## src/rtl/dequant_pkg.sv

```systemverilog
// Shared constants, FSM state type and the per-lane saturating multiply for the dequantizer.
// DEQUANT_SYM_CLAMP_EN maps INT4 code -8 to -7 before multiplication.
package dequant_pkg;

    localparam int N_LANE   = 16;
    localparam int N_ROW    = 64;
    localparam int ROW_AW   = 6;
    localparam int SF_W     = 18;
    localparam int Q_W      = 4;
    localparam int OUT_W    = 18;
    localparam int P_W      = Q_W + SF_W + 1;
    localparam int ROW_W    = N_LANE * OUT_W;
    localparam int SF_BUS_W = N_LANE * SF_W;
    localparam int Q_BUS_W  = N_LANE * Q_W;

    localparam logic signed [P_W-1:0] P_MAX = 23'sd131071;
    localparam logic signed [P_W-1:0] P_MIN = -23'sd131072;

    typedef enum logic [1:0] {IDLE, READ, DRAIN} state_t;

    function automatic logic signed [OUT_W-1:0] sat_mul(input logic signed [Q_W-1:0] q,
                                                        input logic [SF_W-1:0] sf);
        logic signed [Q_W-1:0] qc;
        logic signed [P_W-1:0] p;
        qc = q;
`ifdef DEQUANT_SYM_CLAMP_EN
        if (q == 4'sb1000) qc = 4'sb1001;
`endif
        p = qc * $signed({1'b0, sf});
        if (p > P_MAX) return {1'b0, {(OUT_W-1){1'b1}}};
        else if (p < P_MIN) return {1'b1, {(OUT_W-1){1'b0}}};
        else return p[OUT_W-1:0];
    endfunction

endpackage

```

## src/rtl/dequant_fifo.sv

```systemverilog
// Two-entry synchronous FIFO holding dequantized rows tagged with their last-row flag.
// The caller guarantees no push when full and no pop when empty.
module dequant_fifo #(
    parameter int W = 1
) (
    input  logic         i_clk,
    input  logic         i_rst_n,
    input  logic         push,
    input  logic [W-1:0] push_data,
    input  logic         pop,
    output logic [1:0]   occupancy,
    output logic [W-1:0] head_data
);

    logic [W-1:0] mem [2];
    logic         wr_ptr;
    logic         rd_ptr;
    logic [1:0]   count;

    always_ff @(posedge i_clk or negedge i_rst_n) begin
        if (!i_rst_n) begin
            for (int i = 0; i < 2; i++) mem[i] <= '0;
            wr_ptr <= 1'b0;
            rd_ptr <= 1'b0;
            count  <= 2'd0;
        end else begin
            if (push) begin
                mem[wr_ptr] <= push_data;
                wr_ptr      <= ~wr_ptr;
            end
            if (pop) rd_ptr <= ~rd_ptr;
            count <= count + {1'b0, push} - {1'b0, pop};
        end
    end

    assign occupancy = count;
    assign head_data = mem[rd_ptr];

endmodule

```

## src/rtl/dequantize.sv

```systemverilog
// Reads 64 INT4 rows from the quantized-data RAM, rescales them by the latched per-lane
// scale factors and streams INT18 rows out over valid/ready. Option: DEQUANT_SYM_CLAMP_EN.
module dequantize
    import dequant_pkg::*;
(
    input  logic                i_clk,
    input  logic                i_rst_n,
    input  logic                i_sf_valid,
    input  logic [SF_BUS_W-1:0] i_sf_data,
    output logic                o_ram_re,
    output logic [ROW_AW-1:0]   o_ram_addr,
    input  logic [Q_BUS_W-1:0]  i_ram_data,
    output logic                o_valid,
    input  logic                i_ready,
    output logic [ROW_W-1:0]    o_data,
    output logic                o_last,
    output logic                o_busy,
    output logic                o_overrun
);

    state_t              state_q;
    state_t              state_d;
    logic [SF_BUS_W-1:0] sf_q;
    logic [ROW_AW-1:0]   rd_cnt;
    logic [ROW_AW-1:0]   last_addr;
    logic                rd_pend;
    logic                rd_pend_last;
    logic [ROW_W-1:0]    row_dq;
    logic [1:0]          fifo_occ;
    logic [ROW_W:0]      fifo_head;
    logic [1:0]          occ_after_pop;
    logic                pop;
    logic                credit_ok;
    logic                rd_is_last;

    assign o_valid       = (fifo_occ != 2'd0);
    assign pop           = o_valid && i_ready;
    assign o_data        = fifo_head[ROW_W-1:0];
    assign o_last        = o_valid && fifo_head[ROW_W];
    assign rd_is_last    = (rd_cnt == ROW_AW'(N_ROW - 1));
    // A row leaving this cycle frees its slot in time for a read issued now.
    assign occ_after_pop = fifo_occ - {1'b0, pop};
    assign credit_ok     = ({1'b0, occ_after_pop} + {2'b0, rd_pend}) < 3'd2;
    assign o_ram_addr    = o_ram_re ? rd_cnt : last_addr;

    always_ff @(posedge i_clk or negedge i_rst_n) begin
        if (!i_rst_n) state_q <= IDLE;
        else          state_q <= state_d;
    end

    always_comb begin
        state_d = state_q;
        case (state_q)
            IDLE:    if (i_sf_valid) state_d = READ;
            READ:    if (o_ram_re && rd_is_last) state_d = DRAIN;
            DRAIN:   if (pop && fifo_head[ROW_W]) state_d = IDLE;
            default: state_d = IDLE;
        endcase
    end

    always_comb begin
        o_ram_re = (state_q == READ) && credit_ok;
        o_busy   = (state_q != IDLE);
    end

    always_ff @(posedge i_clk or negedge i_rst_n) begin
        if (!i_rst_n) begin
            sf_q         <= '0;
            rd_cnt       <= '0;
            last_addr    <= '0;
            rd_pend      <= 1'b0;
            rd_pend_last <= 1'b0;
            o_overrun    <= 1'b0;
        end else begin
            if (state_q == IDLE && i_sf_valid) begin
                sf_q   <= i_sf_data;
                rd_cnt <= '0;
            end
            if (o_ram_re) begin
                rd_cnt    <= rd_cnt + 1'b1;
                last_addr <= rd_cnt;
            end
            rd_pend      <= o_ram_re;
            rd_pend_last <= o_ram_re && rd_is_last;
            o_overrun    <= i_sf_valid && (state_q != IDLE);
        end
    end

    always_comb begin
        row_dq = '0;
        for (int k = 0; k < N_LANE; k++) begin
            row_dq[k*OUT_W +: OUT_W] = sat_mul(i_ram_data[k*Q_W +: Q_W], sf_q[k*SF_W +: SF_W]);
        end
    end

    dequant_fifo #(.W(ROW_W + 1)) u_fifo (
        .i_clk     (i_clk),
        .i_rst_n   (i_rst_n),
        .push      (rd_pend),
        .push_data ({rd_pend_last, row_dq}),
        .pop       (pop),
        .occupancy (fifo_occ),
        .head_data (fifo_head)
    );

endmodule

```

## config.mk

```make
export PLATFORM = sky130hd
export DESIGN_NAME = dequantize
export DESIGN_NICKNAME = d
export VERILOG_FILES = /design/src/rtl/dequant_pkg.sv /design/src/rtl/dequant_fifo.sv /design/src/rtl/dequantize.sv
export SDC_FILE = /design/constraint.sdc
export NUM_CORES = 2
export LEC_CHECK = 0
export CAP_MARGIN = 15
export CORE_MARGIN = 2
export CORE_UTILIZATION = 30
export CTS_BUF_LIST = sky130_fd_sc_hd__clkbuf_16
export DETAILED_ROUTE_END_ITERATION = 6
export HOLD_SLACK_MARGIN = 0.02
export SLEW_MARGIN = 10
export SYNTH_ARGS = -nofsm -noshare
export SYNTH_HDL_FRONTEND = slang
export SYNTH_HIERARCHICAL = 1
export SYNTH_SLANG_ARGS = --single-unit
```

## constraint.sdc

```tcl
create_clock -name i_clk -period 5 [get_ports i_clk]
set_input_delay 0.5 -clock i_clk [delete_from_list [all_inputs] [get_ports i_clk]]
set_output_delay 0.5 -clock i_clk [all_outputs]
set_load 0.05 [all_outputs]
```

==> out/qor.tcl <==
set qor(run_status) {complete, but fails checks}
set qor(failed_checks) {negative setup slack}
set qor(first_iter_violations) 2772
set qor(htree_levels) 3
set qor(max_cap_violations) 0
set qor(syn-mean-instance-area_um2) 9.800
set qor(io_pins) 655
set qor(antenna_found_initial) 17
set qor(routed_via_density) 4.859
set qor(drive_above_1_share) 0.2515
set qor(highest_layer) {met5}
set qor(mappedNetlistNets) 9604
set qor(synth_enable_flop_cells) 0
set qor(worst_slew_pin_slew_ns) 1.120
set qor(critPathRequiredTime_ns) 5.62
set qor(postLayoutSetupSlackWorst_ns) -0.002788
set qor(worstSetupEndpointType) {register}
set qor(clock.fmax_mhz) 199.9
set qor(grt_max_degree) 144
set qor(fp.dieH_um) 515.1
set qor(placeableCoreArea_um2) 259700
set qor(floorplan.initialDensity) 0.3017
set qor(timing_hold_violations_final) 0
set qor(drt_wl_total_um) 235600
set qor(antenna_violating_nets_post_route) 0
set qor(final_cell_count_no_fill) 13146
set qor(muxShareOfSynthArea) 0.1256
set qor(design.final.nets) 11255
set qor(final_min_period_over_clock_period) 1.001
set qor(netlist_area_um2) 78360
set qor(postSynthCellCount) 7996
set qor(crit_path_start_kind) {register}
set qor(worst_hold_path.endpoint) {sf_q[39]$_DFFE_PN0P_}
set qor(timing.hold.worst_path_depth) 3
set qor(nFillCells) 25379
set qor(most-common-layout-cells) {sky130_fd_sc_hd__nand2_1, sky130_fd_sc_hd__buf_4, sky130_fd_sc_hd__dfrtp_1, sky130_fd_sc_hd__and2_1, sky130_fd_sc_hd__ha_1}
set qor(yosys.area_share.adder) 0.2505
set qor(async_reset_ff_frac) 1.000
set qor(timing.max_slew.rel_slack) 0.2531
set qor(wl_met2_um) 112200
set qor(layout_commonest_cell) {sky130_fd_sc_hd__nand2_1}
set qor(synth_xor_xnor_area_share) 0.02609
set qor(clock_tree.root_cell) {sky130_fd_sc_hd__clkbuf_16}
set qor(clock_path_buffers) 3
set qor(synth_simple_gate_area_share) 0.1748
set qor(routedLengthMet1_um) 102800
set qor(worst_skew_pair.late_latency_ns) 0.77
set qor(cts-buffers-inserted) 110
set qor(final.setup_skew_ns) 0.08106
set qor(worstRegToRegCells) 21
set qor(cts_tree) {done}
set qor(synth_top_family_by_area) {adder cells}
set qor(synth-seq-area-share) 0.2832
set qor(cts.sinks) 887
set qor(setup_viol) 1
set qor(global_route.usage.total) 0.1742
set qor(seqCellArea_um2) 22210
set qor(areaGrowthSynthToFinish_pct) 31.72
set qor(setup_repair_after_global_routing_missed_its_margin) {true}
set qor(dpl.hpwl_um) 185300
set qor(worst-path-max-fanout) 8
set qor(globalplace.congestion) 0.8836
set qor(rr_startpoint) {sf_q[126]$_DFFE_PN0P_}
set qor(grt_pass1_wl_um) 372500
set qor(cp.arrival_ns) 5.62
set qor(min-delay-start) {i_sf_data[39]}
set qor(post-place-cells) 12854
set qor(path_cells) {nand2b_4, fa_1, fa_1, fa_1, inv_1, ha_2, inv_2, fa_2, nor2b_2, o31a_1, o211ai_1, buf_4, a2111oi_4, o21ai_1, a21o_1, o31ai_4, buf_6, buf_12, buf_4, o21ai_2, mux2_4}
set qor(cpMostUsedCell) {sky130_fd_sc_hd__fa_1}
set qor(synth.ff_latch_count) 887
set qor(die_w_um) 515.1
set qor(timing.critical_path.slowest_stage_cell) {sky130_fd_sc_hd__fa_1}
set qor(area_of_the_multi_input_gates_um2) 55240
set qor(critical_path.max_stage_delay_ns) 0.52
set qor(post-route-min-period_ns) 5.003
set qor(drc) 0
set qor(via_count_of_the_first_global_routing_pass) 67970
set qor(floorplan.rows) 187
set qor(path_clk_slew_ns) 0.06
set qor(synth_cell_types) 110
set qor(placement.io_buffers) 654
set qor(num_vias) 63870
set qor(overflow) 0
set qor(setup.reg_to_reg.worst_slack_ns) -0.003
set qor(drv_slew) 0
set qor(detailed_routed_wire_length_on_met3_um) 11230
set qor(synth-compound-area-share) 0.1007
set qor(detail_route.first_pass.iterations) 7
set qor(postSynth.topFlopCell) {sky130_fd_sc_hd__dfrtp_1}
set qor(worstReg2RegEnd) {u_fifo/mem[423]$_DFFE_PN0P_}
set qor(synth_warnings) 6
set qor(die-area_um2) 265300
set qor(hold_path_class) {input pin to register}
set qor(avgRoutedWirePerCell_um) 17.92
set qor(crit_type) {register to register}
## kinds of logic after synthesis
family          Yosys count
compound gates         1177
xor+xnor                230
fa+ha+maj              1252
buf+inv                 728
flops                   887
mux                     875
simple gates           2847
## Yosys cell counts, types with 94 or more instances
| cell | instances | share of area |
|---|---|---|
| sky130_fd_sc_hd__and2_1 | 747 | 0.060 |
| sky130_fd_sc_hd__o21ai_0 | 282 | 0.018 |
| sky130_fd_sc_hd__a21o_1 | 122 | 0.012 |
| sky130_fd_sc_hd__nor2_1 | 411 | 0.020 |
| sky130_fd_sc_hd__inv_1 | 428 | 0.021 |
| sky130_fd_sc_hd__nand2b_1 | 94 | 0.0075 |
| sky130_fd_sc_hd__xor2_1 | 97 | 0.011 |
| sky130_fd_sc_hd__buf_2 | 101 | 0.0065 |
| sky130_fd_sc_hd__clkbuf_1 | 144 | 0.0069 |
| sky130_fd_sc_hd__nor3_1 | 101 | 0.0065 |
| sky130_fd_sc_hd__a21oi_1 | 251 | 0.016 |
| sky130_fd_sc_hd__mux2_1 | 200 | 0.029 |
| sky130_fd_sc_hd__dfrtp_1 | 887 | 0.28 |
| sky130_fd_sc_hd__nand2_1 | 1203 | 0.058 |
| sky130_fd_sc_hd__xnor2_1 | 129 | 0.014 |
| sky130_fd_sc_hd__fa_1 | 528 | 0.13 |
| sky130_fd_sc_hd__mux2_2 | 668 | 0.096 |
| sky130_fd_sc_hd__ha_1 | 724 | 0.12 |
## worst max-delay path: cells and delay by family, from the launching register on
kind                       cells  cell delay [ns]
buffers and inverters          6             0.66
muxes                          1             0.26
DFF                            1             0.41
adders and majority gates      5             1.95
and+or+nand+nor                2             0.29
AOI/OAI and AO/OA              7             1.30
## sequential cells by signal (all words and copies together) (netlist names), 2 cells and up
register          cells
sf_q                288
rd_cnt                6
state_q               2
last_addr             6
u_fifo/occupancy      2
u_fifo/mem          578
## how the worst max path moves through the flow
stage / from / end / slack, ns / depth (start not counted)
2_1_floorplan: i_ram_data[46] / u_fifo/mem[205]$_DFFE_PN0P_ / -0.03 / 19
3_3_place_gp: i_ram_data[51] / u_fifo/mem[222]$_DFFE_PN0P_ / -0.87 / 20
3_5_place_dp: i_ram_data[51] / u_fifo/mem[224]$_DFFE_PN0P_ / -0.92 / 20
4_1_cts: sf_q[198]$_DFFE_PN0P_ / u_fifo/mem[491]$_DFFE_PN0P_ / -0.004 / 20
5_1_grt: sf_q[90]$_DFFE_PN0P_ / u_fifo/mem[100]$_DFFE_PN0P_ / -0.17 / 19
6_report: sf_q[126]$_DFFE_PN0P_ / u_fifo/mem[423]$_DFFE_PN0P_ / -0.003 / 21
## metrics by stage
| step | TNS, ns | hold WS, ns | worst slack (ns) | area [um^2] | util |
|---|---|---|---|---|---|
| 2_1_floorplan | -0.5072 | 0.2044 | -0.03471 | 78530 | - |
| 3_3_place_gp | -302.74 | 0.4558 | -0.8740 | 96660 | 0.3722 |
| 3_5_place_dp | -338.56 | 0.4630 | -0.9212 | 96660 | 0.3722 |
| 4_1_cts | -0.005534 | 0.1723 | -0.003883 | 100700 | 0.3877 |
| 5_1_grt | -23.85 | 0.2091 | -0.1682 | 103200 | 0.3975 |
| 6_report | -0.002788 | 0.2591 | -0.002788 | 103200 | 0.3975 |
## per-layer routing
| layer | up-vias | track usage |
|---|---|---|
| met5 | - | 0 |
| met3 | 335 | 0.03077 |
| met2 | 1110 | 0.2944 |
| met1 | 31772 | 0.2200 |
| met4 | 16 | 0.06777 |
| li1 | 30637 | - |
## area by class of cell
type / instances / share of cell area
sequential: 887 / 0.2151
multi-input combinational: 6381 / 0.5351
clock inverter: 93 / 0.008206
clock buffer: 111 / 0.02691
inverter: 429 / 0.01570
timing repair buffer: 1837 / 0.1575
tap: 3402 / 0.04124
antenna: 5 / 0.0001212
timing repair inverter: 1 / 0.00007273
## what timing repair did
item,in CTS,in global routing
resized for setup,53,474
pin swaps,31,122
endpoints found under the hold margin,47,0
hold buffers,1,0
gates cloned,4,13
buffers inserted,16,51
endpoints found under the setup margin,211,543
Power is not shown: default switching activity piles up to over one toggle a cycle in this logic, so the estimate is an artifact.
